`config.mk`:
```
export PLATFORM = sky130hd
export DESIGN_NAME = mem_refresh_ctl
export DESIGN_NICKNAME = d
export VERILOG_FILES = /design/src/rtl/mem_pkg.sv /design/src/rtl/mem_refresh_timer.sv /design/src/rtl/mem_refresh_ctl.sv
export SDC_FILE = /design/constraint.sdc
export NUM_CORES = 1
export LEC_CHECK = 0
export CELL_PAD_IN_SITES_DETAIL_PLACEMENT = 1
export CELL_PAD_IN_SITES_GLOBAL_PLACEMENT = 2
export CORE_ASPECT_RATIO = 0.6
export CORE_MARGIN = 8
export CORE_UTILIZATION = 33
export CTS_BUF_LIST = sky130_fd_sc_hd__clkbuf_4
export DETAILED_ROUTE_END_ITERATION = 12
export PLACE_DENSITY = 0.83
export SLEW_MARGIN = 10
export SYNTH_ARGS = -nofsm -noshare
export SYNTH_HDL_FRONTEND = slang
export SYNTH_SLANG_ARGS = --single-unit
```
`constraint.sdc`:
```
create_clock -name sysclk -period 2.6 [get_ports sysclk]
set_input_delay 0.26 -clock sysclk [delete_from_list [all_inputs] [get_ports sysclk]]
set_output_delay 0.26 -clock sysclk [all_outputs]
set_load 0.01 [all_outputs]
```
`src/rtl/mem_pkg.sv`:
```
// Shared types and defaults for the DRAM refresh sequencer.
// Holds the refresh FSM state encoding and default timing constants.
package mem_pkg;

  typedef enum logic [1:0] {
    IDLE,
    REQ,
    REF,
    REL
  } ref_state_e;

  localparam int unsigned DEF_INTERVAL   = 1560;
  localparam int unsigned DEF_REF_CYCLES = 8;

endpackage

```
`src/rtl/mem_refresh_timer.sv`:
```
// Refresh interval down-counter producing a one-cycle tick.
// Ports: clk_i, rst_i (async, high), en_i gate -> tick_o pulse.
module mem_refresh_timer
  import mem_pkg::*;
#(
  parameter int unsigned INTERVAL = DEF_INTERVAL
) (
  input  logic clk_i,
  input  logic rst_i,
  input  logic en_i,
  output logic tick_o
);

  localparam int unsigned CW = $clog2(INTERVAL);
  localparam logic [CW-1:0] RELOAD = CW'(INTERVAL - 1);

  logic [CW-1:0] cnt_q, cnt_d;

  // Disabled: parked at the reload value so a
  // re-enable always waits a full interval.
  always_comb begin
    cnt_d = cnt_q;
    if (!en_i || cnt_q == '0) cnt_d = RELOAD;
    else                      cnt_d = cnt_q - 1'b1;
  end

  assign tick_o = en_i && (cnt_q == '0);

  always_ff @(posedge clk_i or posedge rst_i) begin
    if (rst_i) cnt_q <= RELOAD;
    else       cnt_q <= cnt_d;
  end

endmodule

```
`src/rtl/mem_refresh_ctl.sv`:
```
// DRAM refresh sequencer: backlog, arbiter handshake, REF strobe, row count.
// In: sysclk, sys_rst, REF_EN, RGNT_n, OVR_CLR. Out: REFRQ_n, REF_n, REF_ROW, REF_PENDING, REF_OVERRUN.
module mem_refresh_ctl
  import mem_pkg::*;
#(
  parameter int unsigned INTERVAL    = DEF_INTERVAL,
  parameter int unsigned REF_CYCLES  = DEF_REF_CYCLES,
  parameter int unsigned MAX_PENDING = 7,
  parameter int unsigned ROW_BITS    = 10,
  parameter int unsigned PEND_BITS   = 3
) (
  input  logic                 sysclk,
  input  logic                 sys_rst,
  input  logic                 REF_EN,
  input  logic                 RGNT_n,
  input  logic                 OVR_CLR,
  output logic                 REFRQ_n,
  output logic                 REF_n,
  output logic [ROW_BITS-1:0]  REF_ROW,
  output logic [PEND_BITS-1:0] REF_PENDING,
  output logic                 REF_OVERRUN
);

  localparam int unsigned CNT_W = $clog2(REF_CYCLES + 1);
  localparam logic [CNT_W-1:0] LAST = CNT_W'(REF_CYCLES);
  localparam logic [PEND_BITS-1:0] PMAX = PEND_BITS'(MAX_PENDING);

  ref_state_e           state_q;
  logic [CNT_W-1:0]     rcnt_q;
  logic [PEND_BITS-1:0] pend_q, pend_d;
  logic [ROW_BITS-1:0]  row_q;
  logic                 ovr_q, ovr_d;
  logic                 refrq_q, ref_q;
  logic                 tick, done;

  mem_refresh_timer #(
    .INTERVAL(INTERVAL)
  ) u_timer (
    .clk_i  (sysclk),
    .rst_i  (sys_rst),
    .en_i   (REF_EN),
    .tick_o (tick)
  );

  // REF is entered with the counter at zero; REF_n goes low on the
  // next edge, so the count reaching LAST marks the last low cycle.
  assign done = (state_q == REF) && (rcnt_q == LAST);

  // A tick and a completion together cancel out. Only a tick
  // with nowhere to go flags an overrun; set beats clear.
  always_comb begin
    pend_d = pend_q;
    ovr_d  = ovr_q;
    if (OVR_CLR) ovr_d = 1'b0;
    if (tick && !done) begin
      if (pend_q == PMAX) ovr_d  = 1'b1;
      else                pend_d = pend_q + 1'b1;
    end else if (done && !tick) begin
      pend_d = pend_q - 1'b1;
    end
  end

  always_ff @(posedge sysclk or posedge sys_rst) begin
    if (sys_rst) begin
      state_q <= IDLE;
      rcnt_q  <= '0;
      pend_q  <= '0;
      ovr_q   <= 1'b0;
      row_q   <= '0;
      refrq_q <= 1'b1;
      ref_q   <= 1'b1;
    end else begin
      pend_q <= pend_d;
      ovr_q  <= ovr_d;
      unique case (state_q)
        IDLE: begin
          if (pend_q != '0 && REF_EN) begin
            state_q <= REQ;
            refrq_q <= 1'b0;
          end
        end
        REQ: begin
          if (!REF_EN) begin
            state_q <= IDLE;
            refrq_q <= 1'b1;
          end else if (!RGNT_n) begin
            state_q <= REF;
            rcnt_q  <= '0;
          end
        end
        REF: begin
          // Grant is not looked at here, so the strobe
          // always runs to its full length.
          if (done) begin
            state_q <= REL;
            ref_q   <= 1'b1;
            refrq_q <= 1'b1;
            row_q   <= row_q + 1'b1;
          end else begin
            ref_q  <= 1'b0;
            rcnt_q <= rcnt_q + 1'b1;
          end
        end
        REL: begin
          if (RGNT_n) state_q <= IDLE;
        end
        default: state_q <= IDLE;
      endcase
    end
  end

  assign REFRQ_n     = refrq_q;
  assign REF_n       = ref_q;
  assign REF_ROW     = row_q;
  assign REF_PENDING = pend_q;
  assign REF_OVERRUN = ovr_q;

endmodule

```
==> impl_metrics.py, run 1 <==
metrics = {
    "yosys": {
        "synth_area_sq_um": 1720,
        "synth-xor-area-share_pct": 9.70,
        "synthArstFlopShare_pct": 100,
        "synth_top_family_by_area": "simple AND/OR/NAND/NOR gates",
        "synth.distinct_cells": 39,
        "synthMuxAreaShare_pct": 1.24,
        "synth_area_leader_cell": "dfrtp_1",
        "synth_common_cells": "25 x dfrtp_1, 24 x nand2_1, 15 x xnor2_1",
        "synth_area_leaders": "dfrtp_1 36%, dfstp_2 12%, xnor2_1 7.7%",
        "synth.yosys.warnings": 0,
        "synth-compound-area-share_pct": 9.92,
        "ys.flop_type": "dfrtp_1",
        "syn-instance-count": 171,
        "ys_seq_elements": 33,
        "avgSynthCellArea_sq_um": 10.0,
        "synthAdderAreaFrac_pct": 7.29,
        "yosys.area_share.simple_pct": 20.2,
        "synth_top_area_share_pct": 36.5,
        "synth_edf_count": 0,
        "syn_nets": 186,
        "yosysMostFrequentCell": "dfrtp_1",
        "seq_area_frac_synth_pct": 48.7,
    },
    "sta": {
        "setup-violations-final": 2,
        "tns_ns": -0.207,
        "slew_viol_final": 0,
        "fin_skew_ns": 0.0115,
        "layout_min_cycle_time_ns": 2.73,
        "fin_crit_sh_pct": 105,
        "final_hold_viol_count": 0,
        "fin_ws_ns": -0.131,
        "fmax_mhz": 366,
        "rsz0062_at_grt": "true",
        "tightestPinTransition_ns": 0.418,
        "slew_headroom_pct": 72.1,
    },
    "routing": {
        "drt_iter0_markers": 40,
        "wl_per_cell_microns": 15.3,
        "drtAntennaViolNets": 0,
        "via_count": 1372,
        "via_per_inst": 4.97,
        "routed_wl_microns": 4220,
        "drc": 0,
        "dr.pass1.iters": 4,
    },
    "power_and_ir_drop": {
        "p_int_uw": 786,
        "swShare_pct": 31.6,
        "p_per_area_nw_per_um2": 522,
        "p_leak_nw": 0.944,
        "p_comb_share_pct": 22.8,
        "power.total_mw": 1.15,
        "power_frac_clock_pct": 25.3,
        "pwr-share-seq_pct": 51.9,
        "switchingPower_uw": 363,
        "peakVddDrop_mv": 0.228,
    },
    "placement": {
        "portBuffers": 20,
        "pre_cts_ws_ns": -0.175,
        "gp_congestion": 0.753,
        "hpwl_microns": 3220,
        "place_inst": 267,
    },
    "grt": {
        "grt_max_degree": 34,
        "antenna_found_initial": 0,
        "grt_usage_pct": 11.5,
        "grt_pass1_vias": 1511,
        "grt_pass1_wl_microns": 7270,
        "grt_overflow_total": 0,
    },
    "cts": {
        "cts_tree": "yes",
        "cts.sinks": 33,
        "numCtsBuffers": 5,
        "postCtsHoldBufs": 0,
        "clk_latency_ns": 0.33,
        "clkTransAtPathRegs_ns": 0.11,
        "cts.path.max_buffers": 2,
        "htree_levels": 2,
        "cts-root-buf": "clkbuf_4",
    },
    "worst_setup_path": {
        "worstPathArrival_ns": 2.98,
        "start_kind": "flop",
        "reg2regPathDepth": 10,
        "r2r_setup_slack_ns": -0.13,
        "timing.rr.end": "REF_PENDING[2]$_DFFE_PP0P_",
        "cp.required_ns": 2.85,
        "critical_path.startpoint": "u_timer.cnt_q[0]$_DFF_PP1_",
        "endpoint_kind": "flop",
        "crit_type": "reg2reg",
        "r2r_start": "u_timer.cnt_q[0]$_DFF_PP1_",
        "cp_max_fo": 5,
    },
    "flow_run": {
        "drv_cap": 0,
    },
    "die": {
        "fp.dieArea_sq_um": 7840,
        "core_area_sq_um": 5030,
        "io_pins": 21,
        "initial_core_util_pct": 34.1,
        "die_w_microns": 109,
        "core.rowCount": 20,
        "fp.dieH_microns": 71.8,
    },
    "cells_and_area": {
        "synthToLayoutAreaGrowth_pct": 28.2,
        "drive_gt1_share_pct": 22.4,
        "nNetsFinal": 224,
        "antenna_cells": 0,
        "instances_no_fill": 276,
    },
    "status": {
        "violations": "negative setup slack",
        "outcome": "complete, but fails checks",
    },
    "min_path": {
        "min_path_type": "in2async",
    },
}
-- registers in the layout (all words and copies together), names as in the netlist, named ones only --
name	cells
REF_OVERRUN	1
REF_n	1
REF_PENDING	3
REFRQ_n	1
u_timer.cnt_q	11
REF_ROW	10
rcnt_q	4
state_q	1
-- metrics by stage --
step                hold slack (ns)  instance area (sq um)  utilization (%)
floorplan                     0.299                   1730                -
global placement              0.460                   2110             41.9
detailed placement            0.465                   2110             41.9
CTS                           0.322                   2170             43.2
global route                  0.355                   2200             43.7
finish                        0.315                   2200             43.7
-- worst max-delay path by stage --
| stage | to | cells past startpoint |
|---|---|---|
| floorplan | REF_PENDING[2]$_DFFE_PP0P_ | 11 |
| global placement | REF_PENDING[2]$_DFFE_PP0P_ | 10 |
| detailed placement | REF_PENDING[2]$_DFFE_PP0P_ | 10 |
| CTS | REF_PENDING[2]$_DFFE_PP0P_ | 10 |
| global route | REF_PENDING[2]$_DFFE_PP0P_ | 10 |
| finish | REF_PENDING[2]$_DFFE_PP0P_ | 10 |
-- power by group through the flow --
| stage | logic (mW) | registers, mW | clock network, mW |
|---|---|---|---|
| finish | 0.262 | 0.596 | 0.290 |
| global route | 0.300 | 0.602 | 0.328 |
| CTS | 0.267 | 0.597 | 0.306 |
| detailed placement | 0.265 | 0.606 | 0 |
| global placement | 0.242 | 0.600 | 0 |
| floorplan | 0.168 | 0.600 | 0 |
-- area by class of cell --
class / instances / area [sq um]
tap: 66 / 82.6
sequential: 33 / 836
clock buffer: 6 / 45.0
timing repair buffer: 35 / 313
clock inverter: 2 / 10.0
fill: 563 / 2830
multi-input combinational: 125 / 880
inverter: 9 / 33.8
-- metal layers --
layer / GRT usage [%] / routed length, microns
met5: 0 / 0
met2: 18.8 / 1910
met3: 3.40 / 222
met1: 14.2 / 2040
met4: 4.07 / 40
-- worst max-delay path: stages, from the launching register on --
cell and delay, ns:
dfstp_2 0.39, inv_2 0.06, ha_4 0.13, or4b_4 0.45, or4_4 0.52, nor4b_4 0.26, xnor2_1 0.15, ha_2 0.28
nor3_2 0.07, a21o_2 0.19, a31oi_1 0.15
-- logic make-up (layout without fill, tap and decap cells) --
logic type | Yosys count | count (layout)
AND/OR/NAND/NOR | 66 | 66
flip-flops | 33 | 33
AO/OA/AOI/OAI | 28 | 28
XOR/XNOR | 19 | 19
buffers and inverters | 13 | 52
adder cells (fa/ha/maj) | 10 | 10
multiplexers | 2 | 2
-- what timing repair did --
action / in CTS / in global routing
endpoints found under the setup margin: 2 / 2
gates resized for setup: 3 / 4
cloned: 0 / 0
buffers inserted: 0 / 1
pin swaps: 0 / 1
-- cells in the final DEF, fill, tap and decap left out, types with 2 or more instances in the layout --
cell type,n
clkbuf_4,6
nand2_1,24
nand4_1,6
a21oi_1,3
dfrtp_1,25
xnor2_1,15
nor3_1,4
o31ai_1,2
inv_2,2
o22ai_1,2
ha_1,8
clkinv_2,2
nor2_1,14
buf_4,15
dfstp_2,8
xor2_1,4
clkdlybuf4s50_1,20
a31oi_1,2
o21ai_0,11
a22oi_1,2
nand3_1,4
nor3_2,2
inv_1,7
Note: power is estimated with default switching activity, not from simulation.
==> run 2, diff against run 1 <==
--- a/config.mk
+++ b/config.mk
@@ -12,8 +12,9 @@
 export CORE_UTILIZATION = 33
 export CTS_BUF_LIST = sky130_fd_sc_hd__clkbuf_4
 export DETAILED_ROUTE_END_ITERATION = 12
+export GPL_TIMING_DRIVEN = 0
+export MAX_ROUTING_LAYER = met4
 export PLACE_DENSITY = 0.83
-export SLEW_MARGIN = 10
 export SYNTH_ARGS = -nofsm -noshare
 export SYNTH_HDL_FRONTEND = slang
 export SYNTH_SLANG_ARGS = --single-unit
==> run 2 against run 1 <==
Sequential share of layout area grew 0.087 points; critical endpoint unchanged; non-clock buffer count fell by 4; the run still ends with negative setup slack left; clock-buffer cell count shrank 1; via count shrank 1.2%; core utilization shrank 0.10 points; final cell count decreased by 1.4%; routed wire length grew 0.57%; largest cell class unchanged.
==> impl_metrics.py, run 2 (synthesis gave the netlist of run 1 again) <==
metrics = {
    "sta": {
        "final_hold_viol_count": 0,
        "fin_ws_ns": -0.183,
        "fin_crit_sh_pct": 107,
        "slew_viol_final": 0,
        "setup-violations-final": 2,
        "fin_hold_ws_ns": 0.334,
        "slew_headroom_pct": 53.5,
        "tightestPinTransition_ns": 0.697,
        "fmax_mhz": 359,
        "layout_min_cycle_time_ns": 2.78,
        "fin_skew_ns": 0.00390,
        "rsz0062_at_grt": "true",
    },
    "routing": {
        "via_per_inst": 4.99,
        "dr.pass1.iters": 6,
        "drc": 0,
        "drt_iter0_markers": 51,
        "drtAntennaViolNets": 0,
        "via_count": 1356,
        "routed_wl_microns": 4240,
        "wl_per_cell_microns": 15.6,
    },
    "cts": {
        "htree_levels": 2,
        "cts_tree": "yes",
        "clkTransAtPathRegs_ns": 0.11,
        "clk_latency_ns": 0.33,
        "cts.path.max_buffers": 2,
        "cts-root-buf": "clkbuf_4",
        "postCtsHoldBufs": 0,
        "cts.sinks": 33,
        "numCtsBuffers": 5,
    },
    "grt": {
        "grt_pass1_vias": 1520,
        "grt_usage_pct": 12.2,
        "grt_overflow_total": 0,
        "grt_pass1_wl_microns": 7360,
        "grt_max_degree": 34,
        "antenna_found_initial": 0,
    },
    "worst_setup_path": {
        "start_kind": "flop",
        "slowest_stage": "or4_4",
        "worstPathArrival_ns": 3.04,
        "crit_family": "simple AND/OR/NAND/NOR gates",
        "path_cells": "inv_2, ha_4, or4b_4, or4_4, nor4b_4, xnor2_1, ha_2, nor3_2, a21o_2, a31oi_1",
        "critical_path_buf_inv_count": 1,
        "endpoint_kind": "flop",
        "crit_type": "reg2reg",
        "critPathMaxStageDelay_ns": 0.51,
        "cp_max_fo": 5,
        "cp.required_ns": 2.86,
    },
    "cells_and_area": {
        "largest_reg_flops": 11,
        "layout_commonest_cell": "dfrtp_1",
        "synthToLayoutAreaGrowth_pct": 27.9,
        "top_register": "u_timer.cnt_q",
        "utilization_pct": 43.6,
        "instances_no_fill": 272,
        "fillCellCount": 568,
        "antenna_cells": 0,
        "nNetsFinal": 220,
        "drive_gt1_share_pct": 19.9,
        "mostFrequentLayoutCells": "25 x dfrtp_1, 24 x nand2_1, 20 x clkdlybuf4s50_1, 15 x xnor2_1, 13 x nor2_1",
    },
    "status": {
        "outcome": "complete, but fails checks",
        "violations": "negative setup slack",
    },
    "min_path": {
        "min_path_type": "in2async",
    },
    "flow_run": {
        "drv_cap": 0,
    },
    "placement": {
        "hpwl_microns": 3110,
        "portBuffers": 20,
        "place_inst": 257,
        "gp_congestion": 0.779,
    },
    "power_and_ir_drop": {
        "p_per_area_nw_per_um2": 611,
        "power.total_mw": 1.34,
        "p_leak_nw": 0.926,
        "peakVddDrop_mv": 0.283,
    },
    "die": {
        "fp.dieH_microns": 71.8,
        "core.rowCount": 20,
        "io_pins": 21,
        "initial_core_util_pct": 34.1,
        "fp.dieArea_sq_um": 7840,
        "core_area_sq_um": 5030,
        "die_w_microns": 109,
    },
}
-- run 2: path summary, 6_finish.rpt --
| kind | slack (ns) | startpoint | endpoint | depth (start not counted) |
|---|---|---|---|---|
| max | -0.18 | u_timer.cnt_q[0]$_DFF_PP1_ | REF_PENDING[2]$_DFFE_PP0P_ | 10 |
| min | 0.33 | sys_rst | REF_ROW[9]$_DFFE_PP0P_ | 2 |
| max reg2reg | -0.18 | u_timer.cnt_q[0]$_DFF_PP1_ | REF_PENDING[2]$_DFFE_PP0P_ | 10 |
| min reg2reg | 0.48 | REF_ROW[9]$_DFFE_PP0P_ | REF_ROW[9]$_DFFE_PP0P_ | 1 |
| max in group asynchronous | 1.80 | sys_rst | u_timer.cnt_q[8]$_DFF_PP0_ | 2 |
| min in group sysclk | 0.48 | REF_ROW[9]$_DFFE_PP0P_ | REF_ROW[9]$_DFFE_PP0P_ | 1 |
-- run 2: layer usage --
metal | global-route usage [%] | vias to the layer above | part of all wire, %
met3 | 3.04 | 7 | 4.3
met4 | 4.68 | 0 | 1.6
met1 | 15.4 | 664 | 49
li1 | - | 655 | -
met5 | - | - | 0
met2 | 18.6 | 30 | 45
-- run 2: layout make-up --
| class | count | area, sq um | share of cell area, % |
|---|---|---|---|
| inverter | 9 | 33.8 | 1.54 |
| multi-input combinational | 125 | 868 | 39.6 |
| buffer | 3 | 11.3 | 0.513 |
| clock buffer | 5 | 37.5 | 1.71 |
| clock inverter | 3 | 65.1 | 2.96 |
| timing repair buffer | 28 | 260 | 11.9 |
| sequential | 33 | 836 | 38.1 |
| tap | 66 | 82.6 | 3.76 |
-- run 2: where the power goes --
part / switching (mW) / internal, mW / total [mW]
sequential: 0.0370 / 0.557 / 0.594
combinational: 0.151 / 0.113 / 0.264
clock: 0.184 / 0.298 / 0.482
total: 0.372 / 0.968 / 1.34
-- run 2: what timing repair did --
action                     in CTS  in global routing
setup endpoints to repair       2                  3
setup buffers                   6                  2
resized for setup               7                  1
pin swaps                       8                  5
-- run 2: stage by stage --
| stage | cell area, sq um | setup slack (ns) | TNS [ns] |
|---|---|---|---|
| after floorplan | 1730 | -0.154 | -0.283 |
| after global placement | 2020 | -0.264 | -0.522 |
| after detailed placement | 2020 | -0.400 | -0.755 |
| after CTS | 2190 | -0.409 | -0.817 |
| after global routing | 2190 | -0.339 | -0.653 |
| final | 2190 | -0.183 | -0.339 |
